### config.mk
export PLATFORM = sky130hd
export DESIGN_NAME = tick_time_counter_flat
export DESIGN_NICKNAME = d
export VERILOG_FILES = /design/src/rtl/tick_time_pkg.sv /design/src/rtl/tick_time_counter_if.sv /design/src/rtl/bcd_mod_counter.sv /design/src/rtl/tick_time_counter.sv /design/src/flat_wrapper.sv
export SDC_FILE = /design/constraint.sdc
export NUM_CORES = 1
export LEC_CHECK = 0
export ABC_AREA = 0
export CAP_MARGIN = 20
export CORE_MARGIN = 2
export CORE_UTILIZATION = 25
export DETAILED_ROUTE_END_ITERATION = 16
export GPL_TIMING_DRIVEN = 0
export PLACE_DENSITY = 0.52
export REMOVE_ABC_BUFFERS = 1
export SLEW_MARGIN = 10
export SYNTH_ARGS = -nofsm -noshare
export SYNTH_HDL_FRONTEND = slang
export SYNTH_SLANG_ARGS = --single-unit
### constraint.sdc
create_clock -name clk -period 3.11 [get_ports clk]
set_clock_uncertainty 0.2 [all_clocks]
set_input_delay 0.4665 -clock clk [delete_from_list [all_inputs] [get_ports clk]]
set_output_delay 0.4665 -clock clk [all_outputs]
set_load 0.02 [all_outputs]
### src/rtl/tick_time_pkg.sv
// Shared constants and BCD helpers for the time-of-day counter.
package tick_time_pkg;

  localparam int unsigned BCD_DIGIT_W = 4;
  localparam int unsigned BCD_PAIR_W  = 2 * BCD_DIGIT_W;

  localparam logic [BCD_PAIR_W-1:0] BCD_MAX_SS = 8'h59;
  localparam logic [BCD_PAIR_W-1:0] BCD_MAX_MM = 8'h59;
  localparam logic [BCD_PAIR_W-1:0] BCD_MAX_HH = 8'h23;

  // Both digits must be decimal; the numeric compare works once they are.
  function automatic logic bcd_in_range(input logic [BCD_PAIR_W-1:0] v,
                                        input logic [BCD_PAIR_W-1:0] max_v);
    return (v[7:4] <= 4'd9) && (v[3:0] <= 4'd9) && (v <= max_v);
  endfunction

  function automatic logic [BCD_PAIR_W-1:0] bcd_inc(input logic [BCD_PAIR_W-1:0] v);
    if (v[3:0] == 4'd9) return {v[7:4] + 4'd1, 4'd0};
    else                return {v[7:4], v[3:0] + 4'd1};
  endfunction

endpackage

### src/rtl/tick_time_counter_if.sv
// Control, preset and time/status signals of tick_time_counter.
interface tick_time_counter_if;
  logic       clkm;
  logic       run;
  logic       load;
  logic [7:0] set_hh;
  logic [7:0] set_mm;
  logic [7:0] set_ss;
  logic [7:0] hh;
  logic [7:0] mm;
  logic [7:0] ss;
  logic       sec_pulse;
  logic       day_wrap;
  logic       load_err;

  modport master (
    output clkm, run, load, set_hh, set_mm, set_ss,
    input  hh, mm, ss, sec_pulse, day_wrap, load_err
  );

  modport slave (
    input  clkm, run, load, set_hh, set_mm, set_ss,
    output hh, mm, ss, sec_pulse, day_wrap, load_err
  );
endinterface

### src/rtl/bcd_mod_counter.sv
// Two-digit BCD modulo counter with synchronous preset; carry marks the wrap to 00.
module bcd_mod_counter
  import tick_time_pkg::*;
(
  input  logic                  clk,
  input  logic                  reset,
  input  logic                  inc,
  input  logic                  load,
  input  logic [BCD_PAIR_W-1:0] load_val,
  input  logic [BCD_PAIR_W-1:0] max_val,
  output logic [BCD_PAIR_W-1:0] q,
  output logic                  carry
);

  logic [BCD_PAIR_W-1:0] q_q, q_d;

  always_comb begin
    q_d = q_q;
    if (load) begin
      q_d = load_val;
    end else if (inc) begin
      q_d = (q_q == max_val) ? '0 : bcd_inc(q_q);
    end
  end

  always_ff @(posedge clk or posedge reset) begin
    if (reset) q_q <= '0;
    else       q_q <= q_d;
  end

  assign q     = q_q;
  assign carry = inc && !load && (q_q == max_val);

endmodule

### src/rtl/tick_time_counter.sv
// Time-of-day clock: clkm edge detect, seconds prescaler, validated preset, BCD hh:mm:ss.
module tick_time_counter
  import tick_time_pkg::*;
#(
  parameter int unsigned TICKS_PER_SEC = 500
) (
  input  logic clk,
  input  logic reset,
  tick_time_counter_if.slave tt
);

  localparam int unsigned PW = (TICKS_PER_SEC > 1) ? $clog2(TICKS_PER_SEC) : 1;
  localparam logic [PW-1:0] PRESC_LAST = PW'(TICKS_PER_SEC - 1);

  logic          clkm_q;
  logic [PW-1:0] presc_q, presc_d;
  logic          sec_pulse_q, day_wrap_q, load_err_q;
  logic          tick, load_ok, load_bad, adv, sec_tick;
  logic          ss_carry, mm_carry, hh_carry;
  logic [7:0]    ss_q, mm_q, hh_q;

  assign tick     = tt.clkm & ~clkm_q;
  assign load_ok  = tt.load
                  & bcd_in_range(tt.set_ss, BCD_MAX_SS)
                  & bcd_in_range(tt.set_mm, BCD_MAX_MM)
                  & bcd_in_range(tt.set_hh, BCD_MAX_HH);
  assign load_bad = tt.load & ~load_ok;
  // A valid load swallows a coincident tick; a rejected one does not.
  assign adv      = tick & tt.run & ~load_ok;
  assign sec_tick = adv & (presc_q == PRESC_LAST);

  always_comb begin
    presc_d = presc_q;
    if (load_ok) begin
      presc_d = '0;
    end else if (adv) begin
      presc_d = sec_tick ? '0 : presc_q + PW'(1);
    end
  end

  always_ff @(posedge clk or posedge reset) begin
    if (reset) begin
      clkm_q      <= 1'b0;
      presc_q     <= '0;
      sec_pulse_q <= 1'b0;
      day_wrap_q  <= 1'b0;
      load_err_q  <= 1'b0;
    end else begin
      clkm_q      <= tt.clkm;
      presc_q     <= presc_d;
      sec_pulse_q <= sec_tick;
      day_wrap_q  <= hh_carry;
      load_err_q  <= load_bad;
    end
  end

  bcd_mod_counter u_ss (
    .clk      (clk),
    .reset    (reset),
    .inc      (sec_tick),
    .load     (load_ok),
    .load_val (tt.set_ss),
    .max_val  (BCD_MAX_SS),
    .q        (ss_q),
    .carry    (ss_carry)
  );

  bcd_mod_counter u_mm (
    .clk      (clk),
    .reset    (reset),
    .inc      (ss_carry),
    .load     (load_ok),
    .load_val (tt.set_mm),
    .max_val  (BCD_MAX_MM),
    .q        (mm_q),
    .carry    (mm_carry)
  );

  bcd_mod_counter u_hh (
    .clk      (clk),
    .reset    (reset),
    .inc      (mm_carry),
    .load     (load_ok),
    .load_val (tt.set_hh),
    .max_val  (BCD_MAX_HH),
    .q        (hh_q),
    .carry    (hh_carry)
  );

  assign tt.ss        = ss_q;
  assign tt.mm        = mm_q;
  assign tt.hh        = hh_q;
  assign tt.sec_pulse = sec_pulse_q;
  assign tt.day_wrap  = day_wrap_q;
  assign tt.load_err  = load_err_q;

endmodule

### src/flat_wrapper.sv
// flat-port wrapper written by rule: the top's interface ports become plain ports
module tick_time_counter_flat import tick_time_pkg::*;
#(
  parameter int unsigned TICKS_PER_SEC = 500
)
  (clk, reset, tt_clkm, tt_run, tt_load, tt_set_hh, tt_set_mm, tt_set_ss, tt_hh, tt_mm, tt_ss, tt_sec_pulse, tt_day_wrap, tt_load_err);
  tick_time_counter_if tt_i ();
  input  logic clk;
  input  logic reset;
  input wire logic [$bits(tt_i.clkm)-1:0] tt_clkm;
  input wire logic [$bits(tt_i.run)-1:0] tt_run;
  input wire logic [$bits(tt_i.load)-1:0] tt_load;
  input wire logic [$bits(tt_i.set_hh)-1:0] tt_set_hh;
  input wire logic [$bits(tt_i.set_mm)-1:0] tt_set_mm;
  input wire logic [$bits(tt_i.set_ss)-1:0] tt_set_ss;
  output wire logic [$bits(tt_i.hh)-1:0] tt_hh;
  output wire logic [$bits(tt_i.mm)-1:0] tt_mm;
  output wire logic [$bits(tt_i.ss)-1:0] tt_ss;
  output wire logic [$bits(tt_i.sec_pulse)-1:0] tt_sec_pulse;
  output wire logic [$bits(tt_i.day_wrap)-1:0] tt_day_wrap;
  output wire logic [$bits(tt_i.load_err)-1:0] tt_load_err;
  assign tt_i.clkm = tt_clkm;
  assign tt_i.run = tt_run;
  assign tt_i.load = tt_load;
  assign tt_i.set_hh = tt_set_hh;
  assign tt_i.set_mm = tt_set_mm;
  assign tt_i.set_ss = tt_set_ss;
  assign tt_hh = tt_i.hh;
  assign tt_mm = tt_i.mm;
  assign tt_ss = tt_i.ss;
  assign tt_sec_pulse = tt_i.sec_pulse;
  assign tt_day_wrap = tt_i.day_wrap;
  assign tt_load_err = tt_i.load_err;
  tick_time_counter #(.TICKS_PER_SEC(TICKS_PER_SEC)) u_core (.clk(clk), .reset(reset), .tt(tt_i));
endmodule
==> results.sh, run 1 <==
export IMPL_outcome="completed"
export IMPL_slew_headroom=0.388
export IMPL_ant_nets=0
export IMPL_grt_pass1_wl_um=9890
export IMPL_cts_buffer_depth=2
export IMPL_root_buffer="clkbuf_8"
export IMPL_dr_first_iter_drc_count=79
export IMPL_diodes=0
export IMPL_io_pins=56
export IMPL_cp_cell_sequence="inv_1 -> ha_1 -> nand3b_1 -> nor4_2 -> nand2_1 -> or4_1 -> a31oi_1"
export IMPL_crit_type="reg2reg"
export IMPL_ys_types=37
export IMPL_crit_path_start_kind="flop"
export IMPL_postRouteWirelength_um=5890
export IMPL_fmax_mhz=363
export IMPL_clock_latency_ns=0.29
export IMPL_synth_area_per_cell_um2=8.57
export IMPL_syn_area_mm2=0.00224
export IMPL_slew_viol_final=0
export IMPL_area_growth_pct=35.9
export IMPL_routedWlPerCell_um=13.8
export IMPL_drive_gt1_frac=0.0596
export IMPL_yosys_warnings=0
export IMPL_rrSetupSlack_ns=0.36
export IMPL_setup_tns_ns=0
export IMPL_rsz0062_at_grt="false"
export IMPL_regToRegStartpoint="u_core.u_ss.q[1]$_DFFE_PP0P_"
export IMPL_yosysSeqAreaShare=0.412
export IMPL_critPathCaptureType="flop"
export IMPL_ir_drop_mv=0.165
export IMPL_cts_tree="yes"
export IMPL_final_hold_violation_count=0
export IMPL_hold_class="in2async"
export IMPL_numCtsBuffers=5
export IMPL_cts_hold_buf=0
export IMPL_tightest_slew_ns=0.918
export IMPL_synthCells=262
export IMPL_clock_sinks=37
export IMPL_fin_util=0.350
export IMPL_cp_data_arrival_time_ns=2.77
export IMPL_r2r_end="u_core.u_hh.q[7]$_DFFE_PP0P_"
export IMPL_synth_seq_cells=37
export IMPL_required_ns=3.12
export IMPL_cap_violations=0
export IMPL_leakage_nw=1.23
export IMPL_grt_pass1_vias=1962
export IMPL_drc_errors=0
export IMPL_viasPerCell=4.93
export IMPL_cp_slowest_cell="or4_1"
export IMPL_htree_levels=2
export IMPL_rows=34
export IMPL_fp_dieH_um=98.8
export IMPL_finalCriticalPeriod_ns=2.75
export IMPL_die_x_um=98.8
export IMPL_reg2reg_depth=7
export IMPL_hpwl_um=4300
export IMPL_worstPathMaxFanout=11
export IMPL_slowest_delay_ns=0.57
export IMPL_dpl_cell_count=417
export IMPL_antenna_found_initial=0
export IMPL_grt_overflow=0
export IMPL_period_share=0.885
export IMPL_cellPowerDensity_mw_per_mm2=407
export IMPL_instances_no_fill=427
export IMPL_core_mm2=0.00872
export IMPL_place_congestion=0.783
export IMPL_layout_commonest_cell="clkdlybuf4s50_1"
export IMPL_initial_core_util=0.257
export IMPL_die_area_mm2=0.00975
export IMPL_fin_nets=361
export IMPL_grt_max_degree=32
export IMPL_io_buffer_count=55
export IMPL_path_clk_slew_ns=0.07
export IMPL_grt_usage=0.126
export IMPL_drtPass1Iterations=4
export IMPL_num_vias=2104
export IMPL_final_cell_mix="clkdlybuf4s50_1, dfrtp_1, nor2_1"
export IMPL_finalSetupViolations=0
[per-stage QoR]
step / total power [mW] / setup WS [ns] / hold slack [ns] / area (µm²)
finish: 1.24 / 0.356 / 0.193 / 3050
global route: 1.32 / 0.189 / 0.220 / 3050
CTS: 1.26 / 0.0731 / 0.202 / 3040
detailed placement: 0.901 / -0.310 / 0.280 / 2940
global placement: 0.892 / -1.36 / 0.275 / 2890
floorplan: 0.752 / 0.329 / 0.249 / 2200
[area by class of cell]
| class | count | area (µm²) |
|---|---|---|
| tap | 108 | 135 |
| timing repair buffer | 61 | 616 |
| clock buffer | 7 | 86.3 |
| inverter | 8 | 30.0 |
| multi-input combinational | 206 | 1260 |
| fill | 891 | 5670 |
| sequential | 37 | 926 |
[state kept, by name (all words and copies together) (netlist names)]
register / cells
u_core.tt.load_err: 1
u_core.tt.day_wrap: 1
u_core.u_ss.q: 8
u_core.u_hh.q: 8
u_core.presc_q: 9
u_core.tt.sec_pulse: 1
u_core.u_mm.q: 8
u_core.clkm_q: 1
[worst max-delay path by stage]
stage                                             from                            to  cells after the start
after CTS                 u_core.u_ss.q[1]$_DFFE_PP0P_  u_core.u_hh.q[7]$_DFFE_PP0P_                      7
final                     u_core.u_ss.q[1]$_DFFE_PP0P_  u_core.u_hh.q[7]$_DFFE_PP0P_                      7
after detailed placement                       tt_clkm  u_core.u_hh.q[7]$_DFFE_PP0P_                      6
after floorplan                           tt_set_mm[6]  u_core.u_mm.q[4]$_DFFE_PP0P_                      4
after global routing      u_core.u_ss.q[1]$_DFFE_PP0P_  u_core.u_hh.q[7]$_DFFE_PP0P_                      7
after global placement                    tt_set_ss[1]  u_core.u_mm.q[5]$_DFFE_PP0P_                      5
[power by group]
| part | internal, mW | switching (mW) |
|---|---|---|
| Sequential | 0.535 | 0.0858 |
| Clock | 0.176 | 0.175 |
| Combinational | 0.145 | 0.122 |
[synth_stat cells]
| master | n | area (µm²) |
|---|---|---|
| a211oi_1 | 2 | 15.0 |
| buf_2 | 1 | 5.00 |
| nor2b_1 | 2 | 12.5 |
| or3b_1 | 1 | 8.76 |
| mux2i_1 | 4 | 40.0 |
| nand3_1 | 14 | 70.1 |
| nor4b_1 | 1 | 8.76 |
| and3b_1 | 3 | 26.3 |
| a31oi_1 | 14 | 87.6 |
| dfrtp_1 | 37 | 926 |
| a21oi_1 | 16 | 80.1 |
| nor4_4 | 1 | 21.3 |
| clkbuf_1 | 10 | 37.5 |
| o31a_1 | 1 | 8.76 |
| nand4_2 | 1 | 12.5 |
| nand2_1 | 29 | 109 |
| nor4_1 | 4 | 25.0 |
| ha_1 | 13 | 163 |
| nor3b_1 | 1 | 7.51 |
| or4_1 | 4 | 30.0 |
| and3_1 | 2 | 12.5 |
| o21ai_0 | 22 | 110 |
| nand4_1 | 2 | 12.5 |
| nand2b_1 | 3 | 18.8 |
| nor3_1 | 4 | 20.0 |
| inv_1 | 8 | 30.0 |
| nand3_2 | 1 | 10.0 |
| a21boi_0 | 1 | 7.51 |
| or4b_2 | 1 | 10.0 |
| nand3b_1 | 6 | 45.0 |
| xnor2_1 | 1 | 8.76 |
| nor2_1 | 30 | 113 |
| or3_1 | 13 | 81.3 |
| xor2_1 | 1 | 8.76 |
| nand4b_1 | 4 | 35.0 |
| a21o_1 | 2 | 15.0 |
| and2_1 | 2 | 12.5 |
[critical path, delay by kind of cell (launching register included)]
kind	cells	cell delay, ns
AOI/OAI and AO/OA	1	0.18
DFF	1	0.43
and+or+nand+nor	4	1.65
buffers and inverters	1	0.07
adders and majority gates	1	0.15
[cell families (layout without fill, tap and decap cells)]
family | count (synthesis) | count (layout) | synth area share
multiplexers | 4 | 4 | 0.0178
AO/OA/AOI/OAI | 58 | 58 | 0.144
adder cells (fa/ha/maj) | 13 | 13 | 0.0725
flip-flops | 37 | 37 | 0.412
XOR/XNOR | 2 | 2 | 0.00781
buffers and inverters | 19 | 76 | 0.0323
AND/OR/NAND/NOR | 129 | 129 | 0.313
[routing by layer]
| metal | GRT usage | share of wire | up-vias |
|---|---|---|---|
| met5 | 0 | 0 | - |
| met4 | 0.0411 | 0.017 | 0 |
| met3 | 0.0298 | 0.043 | 8 |
| met2 | 0.187 | 0.43 | 49 |
| met1 | 0.180 | 0.51 | 993 |
| li1 | - | - | 1054 |
[repair_timing]
item | in CTS | in global routing
endpoints found under the setup margin | 1 | 1
pin swaps | 1 | 0
buffers inserted | 3 | 0
resized for setup | 0 | 1
No activity file was read; power rests on OpenSTA's default activity.
==> run 2: changes to the inputs <==
--- a/config.mk
+++ b/config.mk
@@ -5,13 +5,12 @@
 export SDC_FILE = /design/constraint.sdc
 export NUM_CORES = 1
 export LEC_CHECK = 0
-export ABC_AREA = 0
 export CAP_MARGIN = 20
 export CORE_MARGIN = 2
-export CORE_UTILIZATION = 25
+export CORE_UTILIZATION = 49
 export DETAILED_ROUTE_END_ITERATION = 16
 export GPL_TIMING_DRIVEN = 0
-export PLACE_DENSITY = 0.52
+export PLACE_DENSITY = 0.86
 export REMOVE_ABC_BUFFERS = 1
 export SLEW_MARGIN = 10
 export SYNTH_ARGS = -nofsm -noshare
==> run 2 against run 1 <==
  * Worst setup slack worse by 0.035 ns
  * Via count increased by 4.6%
  * Die area fell by 47%
  * Critical path depth unchanged
  * Global-route usage grew 11 points
  * Worst hold slack gained 0.094 ns
==> results.sh, run 2 (synthesis results as in run 1) <==
export IMPL_cts_buffer_depth=2
export IMPL_setup_tns_ns=0
export IMPL_fp_dieH_um=71.7
export IMPL_worstPathMaxFanout=11
export IMPL_numCtsBuffers=5
export IMPL_io_pins=56
export IMPL_rsz0062_at_grt="false"
export IMPL_path_clk_slew_ns=0.08
export IMPL_regToRegStartpoint="u_core.u_ss.q[5]$_DFFE_PP0P_"
export IMPL_pwr_share_comb=0.215
export IMPL_r2r_end="u_core.u_hh.q[7]$_DFFE_PP0P_"
export IMPL_fin_nets=361
export IMPL_cp_data_arrival_time_ns=2.80
export IMPL_initial_core_util=0.512
export IMPL_final_cell_mix="clkdlybuf4s50_1, dfrtp_1, nor2_1"
export IMPL_ant_nets=0
export IMPL_hold_class="reg2reg"
export IMPL_rows=24
export IMPL_diodes=0
export IMPL_startpoint="u_core.u_ss.q[5]$_DFFE_PP0P_"
export IMPL_finalCriticalPeriod_ns=2.79
export IMPL_clkPwrFrac=0.285
export IMPL_n_fill_cell=365
export IMPL_postPlaceCellArea_mm2=0.00285
export IMPL_die_x_um=71.7
export IMPL_p_sw_frac=0.309
export IMPL_seq_power_share=0.500
export IMPL_period_share=0.897
export IMPL_outcome="completed"
export IMPL_area_growth_pct=31.9
export IMPL_rrSetupSlack_ns=0.32
export IMPL_drc_errors=0
export IMPL_hpwl_um=3930
export IMPL_die_area_mm2=0.00514
export IMPL_fmax_mhz=359
export IMPL_finalSetupViolations=0
export IMPL_wl_met3_um=318
export IMPL_critPathCaptureType="flop"
export IMPL_num_vias=2200
export IMPL_top_layer="met4"
export IMPL_seq_area_um2=926
export IMPL_drive_gt1_frac=0.0564
export IMPL_layout_commonest_cell="clkdlybuf4s50_1"
export IMPL_slew_viol_final=0
export IMPL_postRouteWirelength_um=5550
export IMPL_drtPass1Iterations=4
export IMPL_cellPowerDensity_mw_per_mm2=417
export IMPL_reg2reg_depth=7
export IMPL_place_congestion=0.834
export IMPL_clock_latency_ns=0.30
export IMPL_required_ns=3.12
export IMPL_crit_path_start_kind="flop"
export IMPL_ir_drop_mv=0.215
export IMPL_cts_tree="yes"
export IMPL_final_hold_violation_count=0
export IMPL_met2RoutedLength_um=2770
export IMPL_antenna_found_initial=0
export IMPL_finalInstanceArea_mm2=0.00296
export IMPL_grt_overflow=0
export IMPL_crit_type="reg2reg"
export IMPL_multi_input_area_mm2=0.00125
export IMPL_root_buffer="clkbuf_8"
export IMPL_cts_hold_buf=0
export IMPL_grt_usage=0.232
export IMPL_wl_met1_um=2350
export IMPL_p_switching_mw=0.382
export IMPL_slew_headroom=0.387
export IMPL_cp_endpoint="u_core.u_hh.q[7]$_DFFE_PP0P_"
export IMPL_routedWlPerCell_um=15.0
export IMPL_p_int_mw=0.854
export IMPL_grt_pass1_vias=2101
export IMPL_tightest_slew_ns=0.919
export IMPL_largest_reg_flops=9
export IMPL_htree_levels=2
export IMPL_grt_max_degree=38
export IMPL_viasPerCell=5.93
export IMPL_leakage_nw=1.23
export IMPL_core_mm2=0.00438
export IMPL_cap_violations=0
export IMPL_dr_first_iter_drc_count=177
export IMPL_io_buffer_count=55
export IMPL_regMostFlops="u_core.presc_q"
export IMPL_clock_sinks=37
export IMPL_grt_pass1_wl_um=9450
==> run 2: cell counts in the layout (fill, tap and decap cells not counted) <==
Identical to the previous run, type by type.
==> run 2: stage by stage <==
step	worst slack, ns	util	hold slack, ns	power, mW	cells
final	0.321	0.676	0.287	1.24	371
after global routing	0.0416	0.676	0.326	1.29	371
after CTS	0.0254	0.669	0.296	1.24	367
after detailed placement	-0.263	0.649	0.285	0.893	360
after global placement	-1.13	0.643	0.270	0.881	358
after floorplan	0.329	-	0.249	0.752	251
==> run 2: area by class of cell <==
type,count,area share
Multi-Input combinational cell,206,0.422
Sequential cell,37,0.313
Timing Repair Buffer,61,0.204
Clock buffer,7,0.0292
Tap cell,52,0.0220
Inverter,8,0.0101
==> run 2: critical path, cell delays in order, from the launching register on <==
cell and delay, ns:
dfrtp_1 0.43, inv_1 0.08, ha_1 0.16, nand3b_1 0.19, nor4_1 0.57, nand2_1 0.33
or4_1 0.56, a31oi_1 0.19
==> run 2: how the worst min path moves through the flow <==
stage | start | to | slack (ns) | cells after the start
after detailed placement | u_core.presc_q[8]$_DFFE_PP0P_ | u_core.presc_q[8]$_DFFE_PP0P_ | 0.28 | 1
after global placement | u_core.presc_q[8]$_DFFE_PP0P_ | u_core.presc_q[8]$_DFFE_PP0P_ | 0.27 | 1
after floorplan | u_core.presc_q[8]$_DFFE_PP0P_ | u_core.presc_q[8]$_DFFE_PP0P_ | 0.25 | 1
after global routing | u_core.presc_q[8]$_DFFE_PP0P_ | u_core.presc_q[8]$_DFFE_PP0P_ | 0.33 | 1
final | u_core.presc_q[8]$_DFFE_PP0P_ | u_core.presc_q[8]$_DFFE_PP0P_ | 0.29 | 1
after CTS | u_core.presc_q[8]$_DFFE_PP0P_ | u_core.presc_q[8]$_DFFE_PP0P_ | 0.30 | 1
==> run 2: metal layers <==
layer / vias up / global-route usage
met2: 71 / 0.402
met1: 1059 / 0.289
li1: 1061 / -
met5: - / 0
met4: 0 / 0.0985
met3: 9 / 0.0352
==> run 2: what timing repair did <==
item                                    in CTS  in global routing
gates resized for setup                      0                  0
buffers inserted                             0                  4
hold endpoints to repair                     0                  0
endpoints found under the setup margin       0                  6
==> run 2: power by group through the flow <==
stage                     logic (mW)  registers [mW]  clock network (mW)
after detailed placement       0.267           0.626                   0
final                          0.265           0.618               0.352
after CTS                      0.268           0.617               0.355
after global routing           0.293           0.629               0.372
after floorplan                0.106           0.646                   0
after global placement         0.258           0.623                   0
==> run 3: changes to the inputs <==
--- a/config.mk
+++ b/config.mk
@@ -7,10 +7,11 @@
 export LEC_CHECK = 0
 export CAP_MARGIN = 20
 export CORE_MARGIN = 2
-export CORE_UTILIZATION = 49
+export CORE_UTILIZATION = 51
+export CTS_BUF_LIST = sky130_fd_sc_hd__clkbuf_2 sky130_fd_sc_hd__clkbuf_4 sky130_fd_sc_hd__clkbuf_8
 export DETAILED_ROUTE_END_ITERATION = 16
 export GPL_TIMING_DRIVEN = 0
-export PLACE_DENSITY = 0.86
+export PLACE_DENSITY = 0.88
 export REMOVE_ABC_BUFFERS = 1
 export SLEW_MARGIN = 10
 export SYNTH_ARGS = -nofsm -noshare
==> run 3 against run 2 <==
  * Combinational power is essentially flat
  * Sequential share of layout area down 0.066 points
  * Worst hold slack better by 0.0040 ns
  * Design area up 0.21%
  * Critical endpoint is now u_core.u_mm.q[7]$_DFFE_PP0P_
  * Utilization up 1.6 points
  * Count of clock-buffer cells in the layout shrank 1
  * Flip-flop and latch count unchanged
  * Register-to-register slack improved by 0.02 ns
  * Routed wire length grew 3.6%
==> results.sh, run 3 (synthesis results as in run 1) <==
export IMPL_grt_overflow=0
export IMPL_initial_core_util=0.523
export IMPL_slew_viol_final=0
export IMPL_cellPowerDensity_mw_per_mm2=414
export IMPL_rows=24
export IMPL_clock_sinks=37
export IMPL_num_vias=2221
export IMPL_cp_data_arrival_time_ns=2.87
export IMPL_antenna_found_initial=0
export IMPL_final_hold_violation_count=0
export IMPL_drc_errors=0
export IMPL_cp_cell_sequence="clkdlybuf4s50_1 -> nand4b_1 -> nor4_4 -> buf_4 -> nand3_2 -> or4_1 -> a21oi_1"
export IMPL_hold_class="reg2reg"
export IMPL_seq_power_share=0.504
export IMPL_crit_family="simple AND/OR/NAND/NOR gates"
export IMPL_ir_drop_mv=0.236
export IMPL_slew_headroom=0.404
export IMPL_slowest_delay_ns=0.57
export IMPL_io_pins=56
export IMPL_diodes=0
export IMPL_critPathCaptureType="flop"
export IMPL_regToRegStartpoint="u_core.u_ss.q[1]$_DFFE_PP0P_"
export IMPL_cts_buffer_depth=2
export IMPL_drive_gt1_frac=0.0656
export IMPL_leakage_nw=1.23
export IMPL_area_growth_pct=32.2
export IMPL_required_ns=3.14
export IMPL_drtPass1Iterations=4
export IMPL_crit_path_start_kind="input port"
export IMPL_numCtsBuffers=5
export IMPL_grt_pass1_vias=2060
export IMPL_path_clk_slew_ns=0.08
export IMPL_root_buffer="clkbuf_8"
export IMPL_tightest_slew_ns=0.894
export IMPL_p_switching_mw=0.387
export IMPL_crit_type="in2reg"
export IMPL_cap_violations=0
export IMPL_outcome="completed"
export IMPL_period_share=0.915
export IMPL_grt_usage=0.238
export IMPL_largest_reg_flops=9
export IMPL_io_buffer_count=55
export IMPL_fp_dieH_um=70.3
export IMPL_cts_tree="yes"
export IMPL_grt_pass1_wl_um=9440
export IMPL_finalSetupViolations=0
export IMPL_pwr_share_comb=0.216
export IMPL_dr_first_iter_drc_count=146
export IMPL_path_buf_inv=2
export IMPL_routedWlPerCell_um=15.5
export IMPL_timing_hold_ws_ns=0.291
export IMPL_regMostFlops="u_core.presc_q"
export IMPL_clock_latency_ns=0.30
export IMPL_clkPwrFrac=0.279
export IMPL_p_sw_frac=0.315
export IMPL_htree_levels=2
export IMPL_fmax_mhz=351
export IMPL_postRouteWirelength_um=5750
export IMPL_die_x_um=70.3
export IMPL_worstPathMaxFanout=6
export IMPL_die_area_mm2=0.00495
export IMPL_grt_max_degree=38
export IMPL_core_mm2=0.00429
export IMPL_rsz0062_at_grt="false"
export IMPL_ant_nets=0
export IMPL_finalCriticalPeriod_ns=2.85
export IMPL_hpwl_um=4060
export IMPL_fin_util=0.691
export IMPL_layout_commonest_cell="clkdlybuf4s50_1"
export IMPL_cp_slowest_cell="or4_1"
export IMPL_worstHoldStart="u_core.presc_q[8]$_DFFE_PP0P_"
export IMPL_fin_nets=361
export IMPL_place_congestion=0.796
export IMPL_startpoint="tt_clkm"
export IMPL_viasPerCell=5.97
export IMPL_p_int_mw=0.842
export IMPL_final_cell_mix="clkdlybuf4s50_1, dfrtp_1, nor2_1"
run 3: worst register-to-register path: stages, from the launching register on:
cell and delay, ns:
dfrtp_1 0.43, inv_1 0.08, ha_1 0.15, nand3b_1 0.19, nor4_2 0.55, nand2_1 0.33, or4_1 0.58, a31oi_1 0.18
run 3: what timing repair did:
action / in CTS / in global routing
setup endpoints to repair: 0 / 4
buffers inserted: 0 / 4
hold buffers: 0 / 0
gates resized for setup: 0 / 1
run 3: layer usage:
| metal | track usage | vias to the layer above | wire length, µm | share of wire |
|---|---|---|---|---|
| li1 | - | 1058 | - | - |
| met5 | 0 | - | 0 | 0 |
| met1 | 0.294 | 1063 | 2430 | 0.42 |
| met4 | 0.0983 | 0 | 113 | 0.020 |
| met2 | 0.408 | 87 | 2910 | 0.51 |
| met3 | 0.0447 | 13 | 287 | 0.050 |
run 3: stage by stage:
stage | setup slack [ns] | setup TNS, ns | power, mW | cell area (µm²) | std cells
CTS | 0.0229 | 0 | 1.23 | 2930 | 368
global placement | -1.22 | -22.22 | 0.880 | 2820 | 358
finish | 0.265 | 0 | 1.23 | 2970 | 372
floorplan | 0.329 | 0 | 0.752 | 2200 | 251
global route | 0.160 | 0 | 1.30 | 2970 | 372
detailed placement | -0.288 | -1.23 | 0.894 | 2850 | 360
run 3: path summary, 6_finish.rpt:
check	cells past startpoint	slack [ns]	end
worst max register to register	7	0.34	u_core.u_hh.q[7]$_DFFE_PP0P_
min in group asynchronous	2	0.43	u_core.presc_q[8]$_DFFE_PP0P_
worst min-delay path	1	0.29	u_core.presc_q[8]$_DFFE_PP0P_
worst min register to register	1	0.29	u_core.presc_q[8]$_DFFE_PP0P_
max in group asynchronous	2	1.79	u_core.u_mm.q[4]$_DFFE_PP0P_
worst max-delay path	7	0.26	u_core.u_mm.q[7]$_DFFE_PP0P_
run 3: power groups by stage:
stage                     registers, mW  clock network, mW  logic [mW]
after global placement            0.623                  0       0.258
after CTS                         0.618              0.348       0.268
after floorplan                   0.646                  0       0.106
after global routing              0.634              0.364       0.299
final                             0.620              0.343       0.266
after detailed placement          0.626                  0       0.268
run 3: layout make-up:
cell class                 instances  area, µm²
clock buffer                       6       76.3
clock inverter                     2       10.0
fill                             351       1330
inverter                           8       30.0
multi-input combinational        206       1260
sequential                        37        926
tap                               52       65.1
timing repair buffer              61        603
